File: src/rtl/onehot_encoder32x5_seq_pkg.sv
// enc_pkg: shared widths, FSM state type and a popcount helper for the 32-to-5 encoder.
package enc_pkg;
  localparam int WIDTH = 32;
  localparam int IDX_W = 5;
  typedef enum logic {IDLE, EMIT} state_t;
  function automatic int onehot_count(input logic [WIDTH-1:0] v);
    int n;
    n = 0;
    for (int i = 0; i < WIDTH; i++) n += int'(v[i]);
    return n;
  endfunction
endpackage

File: src/rtl/onehot_encoder32x5_seq_pri_enc32.sv
// pri_enc32: combinational priority encoder (lowest set bit, or highest when MSB_FIRST).
module pri_enc32 import enc_pkg::*; #(
  parameter bit MSB_FIRST = 1'b0
) (
  input  logic [WIDTH-1:0] vec,
  output logic [IDX_W-1:0] idx,
  output logic             any,
  output logic             single
);
  // Scan toward the winning end so the last hit is the selected bit.
  always_comb begin
    idx = '0;
    for (int i = 0; i < WIDTH; i++)
      if (vec[MSB_FIRST ? i : WIDTH-1-i]) idx = IDX_W'(MSB_FIRST ? i : WIDTH-1-i);
  end
  assign any    = |vec;
  assign single = any && ((vec & (vec - WIDTH'(1))) == '0);
endmodule

File: src/rtl/onehot_encoder32x5_seq.sv
// onehot_encoder32x5_seq: emits the index of every set bit of a captured vector, one per beat.
// Define ENC_MSB_FIRST_EN for descending emission order (highest set bit first).
module onehot_encoder32x5_seq import enc_pkg::*; (
  input  logic             clk,
  input  logic             rst,
  input  logic             en,
  input  logic             in_valid,
  output logic             in_ready,
  input  logic [WIDTH-1:0] in_data,
  output logic             out_valid,
  input  logic             out_ready,
  output logic [IDX_W-1:0] out_idx,
  output logic             out_last,
  output logic             zero_pulse,
  output logic             busy
);
`ifdef ENC_MSB_FIRST_EN
  localparam bit MSB_FIRST = 1'b1;
`else
  localparam bit MSB_FIRST = 1'b0;
`endif
  state_t           state, state_nxt;
  logic [WIDTH-1:0] pending;
  logic [IDX_W-1:0] idx;
  logic             any, single, take, fire;
  pri_enc32 #(.MSB_FIRST(MSB_FIRST)) u_enc (.vec(pending), .idx(idx), .any(any), .single(single));
  assign take = in_valid && in_ready;
  assign fire = out_valid && out_ready;
  always_ff @(posedge clk) state <= rst ? IDLE : state_nxt;
  always_comb
    state_nxt = (state == IDLE) ? ((take && |in_data) ? EMIT : IDLE)
                                : (((fire && single) || !any) ? IDLE : EMIT);
  always_comb begin
    in_ready  = !rst && en && (state == IDLE);
    out_valid = state == EMIT;
    out_idx   = out_valid ? idx : '0;
    out_last  = out_valid && single;
    busy      = out_valid;
  end
  // Each accepted beat knocks out the bit just reported.
  always_ff @(posedge clk)
    if (rst) begin
      pending    <= '0;
      zero_pulse <= 1'b0;
    end else begin
      zero_pulse <= take && (in_data == '0);
      if (take) pending <= in_data;
      else if (fire) pending <= pending & ~(WIDTH'(1) << idx);
    end
endmodule

File: config.mk
export PLATFORM = sky130hd
export DESIGN_NAME = onehot_encoder32x5_seq
export DESIGN_NICKNAME = d
export VERILOG_FILES = /design/src/rtl/onehot_encoder32x5_seq_pkg.sv /design/src/rtl/onehot_encoder32x5_seq_pri_enc32.sv /design/src/rtl/onehot_encoder32x5_seq.sv
export SDC_FILE = /design/constraint.sdc
export NUM_CORES = 1
export LEC_CHECK = 0
export CAP_MARGIN = 20
export CORE_MARGIN = 10
export CORE_UTILIZATION = 40
export DETAILED_ROUTE_END_ITERATION = 6
export GPL_TIMING_DRIVEN = 1
export PLACE_DENSITY = 0.64
export SYNTH_ARGS = -nofsm -noshare
export SYNTH_HDL_FRONTEND = slang
export SYNTH_SLANG_ARGS = --single-unit
File: constraint.sdc
create_clock -name clk -period 3.9 [get_ports clk]
set_clock_uncertainty 0.15 [all_clocks]
set_input_delay 1.17 -clock clk [delete_from_list [all_inputs] [get_ports clk]]
set_output_delay 1.17 -clock clk [all_outputs]
set_load 0.005 [all_outputs]
# Word-level counts from Yosys, hierarchy flattened
# Cells that the tools add are included.
dict set report word_totals {
  reg_bits 34
  in_bits 37
  word_cells 64
}
dict set report classes {
  addsub 1
  shifts 1
  muxes 38
  bitwise 4
  reduce_logical 17
}
# cell count
set op_table {}
lappend op_table {{$mux W5} 33}
lappend op_table {{$and A32 B32 Y32} 2}
lappend op_table {{$logic_not A32 Y1} 2}
lappend op_table {{$mux W32} 2}
lappend op_table {{$reduce_or A32 Y1} 2}
lappend op_table {{$not A32 Y32} 1}
lappend op_table {{$shl A1 B5 Y32 const A} 1}
lappend op_table {{$sub A32 B1 Y32 const B} 1}
lappend op_table {{$logic_and A1 B1 Y1} 9}
lappend op_table {{$mux W1} 3}
lappend op_table {{$logic_not A1 Y1} 2}
lappend op_table {{$reduce_bool A2 Y1} 1}
lappend op_table {{$logic_or A1 B1 Y1} 1}
lappend op_table {{$not A1 Y1} 1}

# Longest topological paths before layout
dict set report logic_depth {
  ltp_word 37
  depth_mapped 8
  mapped_depth_nobuf 7
}

# Cells and area by module
# A second synthesis with hierarchy kept.
dict set report unflattened {
  hier_cells 327
  hier_area_um2 2372.3
}
# module instances cells_each area_each_um2 seq_area_each_um2
set by_module_without_submodules {}
lappend by_module_without_submodules {onehot_encoder32x5_seq 1 213 1657.8 680.7}
lappend by_module_without_submodules {pri_enc32 1 114 714.4 0.0}

# Least setup slack after synthesis
# Ideal clock, no wire load.
dict set report synth_timing {
  kind {register -> output}
  startpoint {reg pending[3]}
  endpoint {out out_last}
  arrival_time_ns 2.147
  slack_ns 0.433
  path_stages_with_launch 8
  cell_sequence {dfxtp_1 nor4_4 nand2_1 o32a_1 a211oi_1 o2111ai_1 or3_1 nor4b_2}
}
dict set report synth_between {
  elab_chain_cells 5
}
# element line
set synth_rtl {}
lappend synth_rtl {{start: declaration} onehot_encoder32x5_seq.sv:23} ;# logic [WIDTH-1:0] pending;
lappend synth_rtl {{start signal: assignment} onehot_encoder32x5_seq.sv:47} ;# if (take) pending <= in_data;
lappend synth_rtl {{start signal: assignment} onehot_encoder32x5_seq.sv:48} ;# else if (fire) pending <= pending & ~(WIDTH'(1) << idx);
lappend synth_rtl {{$sub A32 B1 Y32} onehot_encoder32x5_seq_pri_enc32.sv:17} ;# assign single = any && ((vec & (vec - WIDTH'(1))) == '0);
lappend synth_rtl {{$and A32 B32 Y32} onehot_encoder32x5_seq_pri_enc32.sv:17}
lappend synth_rtl {{$logic_not A32 Y1} onehot_encoder32x5_seq_pri_enc32.sv:17}
lappend synth_rtl {{$logic_and A1 B1 Y1 (*)} onehot_encoder32x5_seq_pri_enc32.sv:17}
lappend synth_rtl {{$logic_and A1 B1 Y1 (*)} onehot_encoder32x5_seq.sv:37} ;# out_last = out_valid && single;
lappend synth_rtl {{end: declaration} onehot_encoder32x5_seq.sv:13} ;# output logic out_last,
# Mark *: on every way between the ends. The rest lies on a longest branch, timed or not.

# Worst setup path after layout
# Same ends and word-level chain as after synthesis.

==> impl_metrics.yaml <==
clock_tree:
  htree_levels: 2
  root_buffer: "clkbuf_8"
  cts_sinks: 34
  clk_pin_slew_ns: 0.06
  cts_max_path_buffers: 2
  cts_tree: "yes"
  insertion_delay_ns: 0.28
  cts_buffers: 5
timing:
  worst_slew_pin_slew_ns: 0.691
  slew_viol_final: 0
  whs_ns: 0.375
  rsz0062_at_grt: "yes"
  fin_tns_setup_ns: 0
  finalHoldViolCount: 0
  setup_slack_ns: 0.0521
  relSlewSlack: 0.536
  finalCritPeriodShare: 0.987
  fmax_mhz: 260
  setup_viol: 0
  period_minus_slack_ns: 3.85
floorplanning:
  core_area_sq_um: 5640
  die_y_um: 97.0
  num_rows: 27
  die_area_sq_um: 9400
  fp.dieW_um: 97.0
  start_util: 0.420
  io_pins: 47
global_route:
  grt_start_max_net_pins: 34
  grt_pass1_vias: 2795
  antenna_found_initial: 0
  track_usage: 0.182
  overflow: 0
  grt_pass1_wl_um: 14400
worst_setup_path:
  start_kind: "flop"
  cp_top_family: "simple AND/OR/NAND/NOR gates"
  crit_type: "reg2out"
  cp.buffers_inverters: 1
  crit_chain: "nor4_4 -> and4b_1 -> o221ai_2 -> a211oi_2 -> o2111ai_1 -> or3_1 -> nor4b_2 -> buf_2"
  crit_cells: 8
  r2r_cells: 10
  crit_required_ns: 2.58
  crit_path_end_kind: "primary output"
  crit_arrival_ns: 2.53
  cpPeakStageDelay_ns: 0.39
  cp_max_fo: 4
  cp_slowest_cell: "or3_1"
synthesis:
  yosysUniqueCellTypes: 56
  syn_area_sq_um: 2370
  synth_flop_cell: "dfxtp_1"
  async_flop_share: 0
  yosysMostFrequentCell: "nor2_1"
  synth_cells: 322
  synth_top_cell_area_share: 0.287
  ys_ff_latch: 34
  synth_top_area_cell: "dfxtp_1"
  syn_area_per_cell_sq_um: 7.36
  synth.area.top_cells: "dfxtp_1, nor2_1, a21oi_1, nand2_1, nor4_1"
  synth_edf_count: 0
  synth_top_cells_by_count: "nor2_1, dfxtp_1, nand2_1"
  syn_nets: 359
  yosys_warnings: 0
  yosysSeqAreaShare: 0.287
finish:
  num_antenna_cells: 0
  syn2layout_area_growth_pct: 43.7
  nFillCells: 535
  multiInputGateArea_sq_um: 1630
  nets: 450
  drive_gt1_frac: 0.196
  ff_latch_area_sq_um: 683
  final_cells: 485
  fin_area_sq_um: 3400
drt:
  vias: 2946
  drc: 0
  firstDrtPassIters: 5
  avgViaCountPerCell: 6.07
  drtIter0Drc: 328
  antenna_left: 0
  wl_um: 9090
  wl_per_cell_um: 18.8
placement:
  hpwl_um: 7250
  numPortBuffers: 46
  place_inst: 478
  placed_cell_area_sq_um: 3270
  place_congestion: 0.948
  dpl_worst_slack_ns: -0.141
run_status:
  outcome: "finished, final reports clean"
power:
  p_int_uw: 710
  power.switching_uw: 403
  p_comb_frac: 0.440
  power_density_nw_per_um2: 327
  power_frac_clock: 0.217
  power_frac_seq: 0.344
  peakVddDrop_mv: 0.179
  leakage_nw: 1.30
  switching_share: 0.362
worst_hold_path:
  whs_path_depth: 2
  hold_path_class: "reg2reg"
run:
  maxCapViolCount: 0
==> through the flow <==
step           total power, mW   util
5_1_grt                   1.17  0.603
2_1_floorplan            0.632      -
4_1_cts                   1.10  0.598
3_5_place_dp             0.855  0.579
6_report                  1.11  0.603
3_3_place_gp             0.853  0.579
==> worst min-delay path: stages, from the launching register on <==
cell      delay [ns]
dfxtp_2         0.34
o311ai_1        0.07
a21oi_1         0.07
==> cell usage in the layout, fill, tap and decap left out, types with 3 or more instances in the layout <==
master | Yosys | routed
buf_4 | 1 | 56
nor2_1 | 44 | 44
clkdlybuf4s50_1 | 0 | 44
nand2_1 | 32 | 32
dfxtp_1 | 34 | 32
a21oi_1 | 27 | 26
nor4_1 | 16 | 15
inv_1 | 13 | 13
nor3_1 | 12 | 12
o211ai_1 | 11 | 11
o21a_1 | 9 | 9
nand3_1 | 7 | 7
o21ai_0 | 7 | 7
a211oi_1 | 8 | 7
o311ai_1 | 7 | 7
nand4_1 | 6 | 6
nand2b_1 | 5 | 5
clkbuf_8 | 0 | 5
nor4_4 | 2 | 4
or3_1 | 4 | 4
mux2i_1 | 4 | 4
a311oi_1 | 4 | 4
and2_1 | 3 | 3
or2_1 | 3 | 3
nor2b_1 | 3 | 3
o21bai_1 | 3 | 3
o31ai_1 | 3 | 3
==> cells by family after synthesis <==
group                    Yosys count  share of synthesized area
flip-flops                        34                      0.287
AO/OA/AOI/OAI                    104                      0.311
adder cells (fa/ha/maj)            1                    0.00423
buffers and inverters             31                     0.0512
multiplexers                       4                     0.0169
AND/OR/NAND/NOR                  148                      0.329
==> worst paths after layout <==
path / startpoint / endpoint / slack [ns]
min reg2reg: pending[7] / pending[7] / 0.38
max reg2reg: pending[16] / pending[0] / 0.98
max: pending[3] / out_last / 0.05
min: pending[7] / pending[7] / 0.38
==> what timing repair did <==
action / CTS / global route
hold buffers: 0 / 0
pin swaps: 4 / 4
setup endpoints to repair: 2 / 2
setup buffers: 0 / 0
gates resized for setup: 9 / 7
==> metal layers <==
metal / vias up / track usage / part of all wire
met3: 8 / 0.0348 / 0.10
met2: 175 / 0.274 / 0.44
met1: 1363 / 0.259 / 0.44
met4: 0 / 0.0417 / 0.010
li1: 1400 / - / -
met5: - / 0 / 0
==> area by class of cell <==
| cell class | instances | area share |
|---|---|---|
| clock buffer | 7 | 0.0224 |
| inverter | 13 | 0.0143 |
| multi-input combinational | 257 | 0.478 |
| sequential | 34 | 0.201 |
| tap | 72 | 0.0265 |
| timing repair buffer | 102 | 0.258 |
==> state kept, by name (all words and copies together) (netlist names) <==
signal and count:
zero_pulse 1, pending 32, busy 1
==> power groups by stage <==
| stage | Clock [mW] | Sequential (mW) | Combinational (mW) |
|---|---|---|---|
| after floorplan | 0 | 0.388 | 0.244 |
| final | 0.241 | 0.383 | 0.489 |
| after global placement | 0 | 0.387 | 0.466 |
| after global routing | 0.262 | 0.384 | 0.527 |
| after detailed placement | 0 | 0.388 | 0.467 |
| after CTS | 0.246 | 0.381 | 0.478 |
Power figures use the tool's default switching activity.
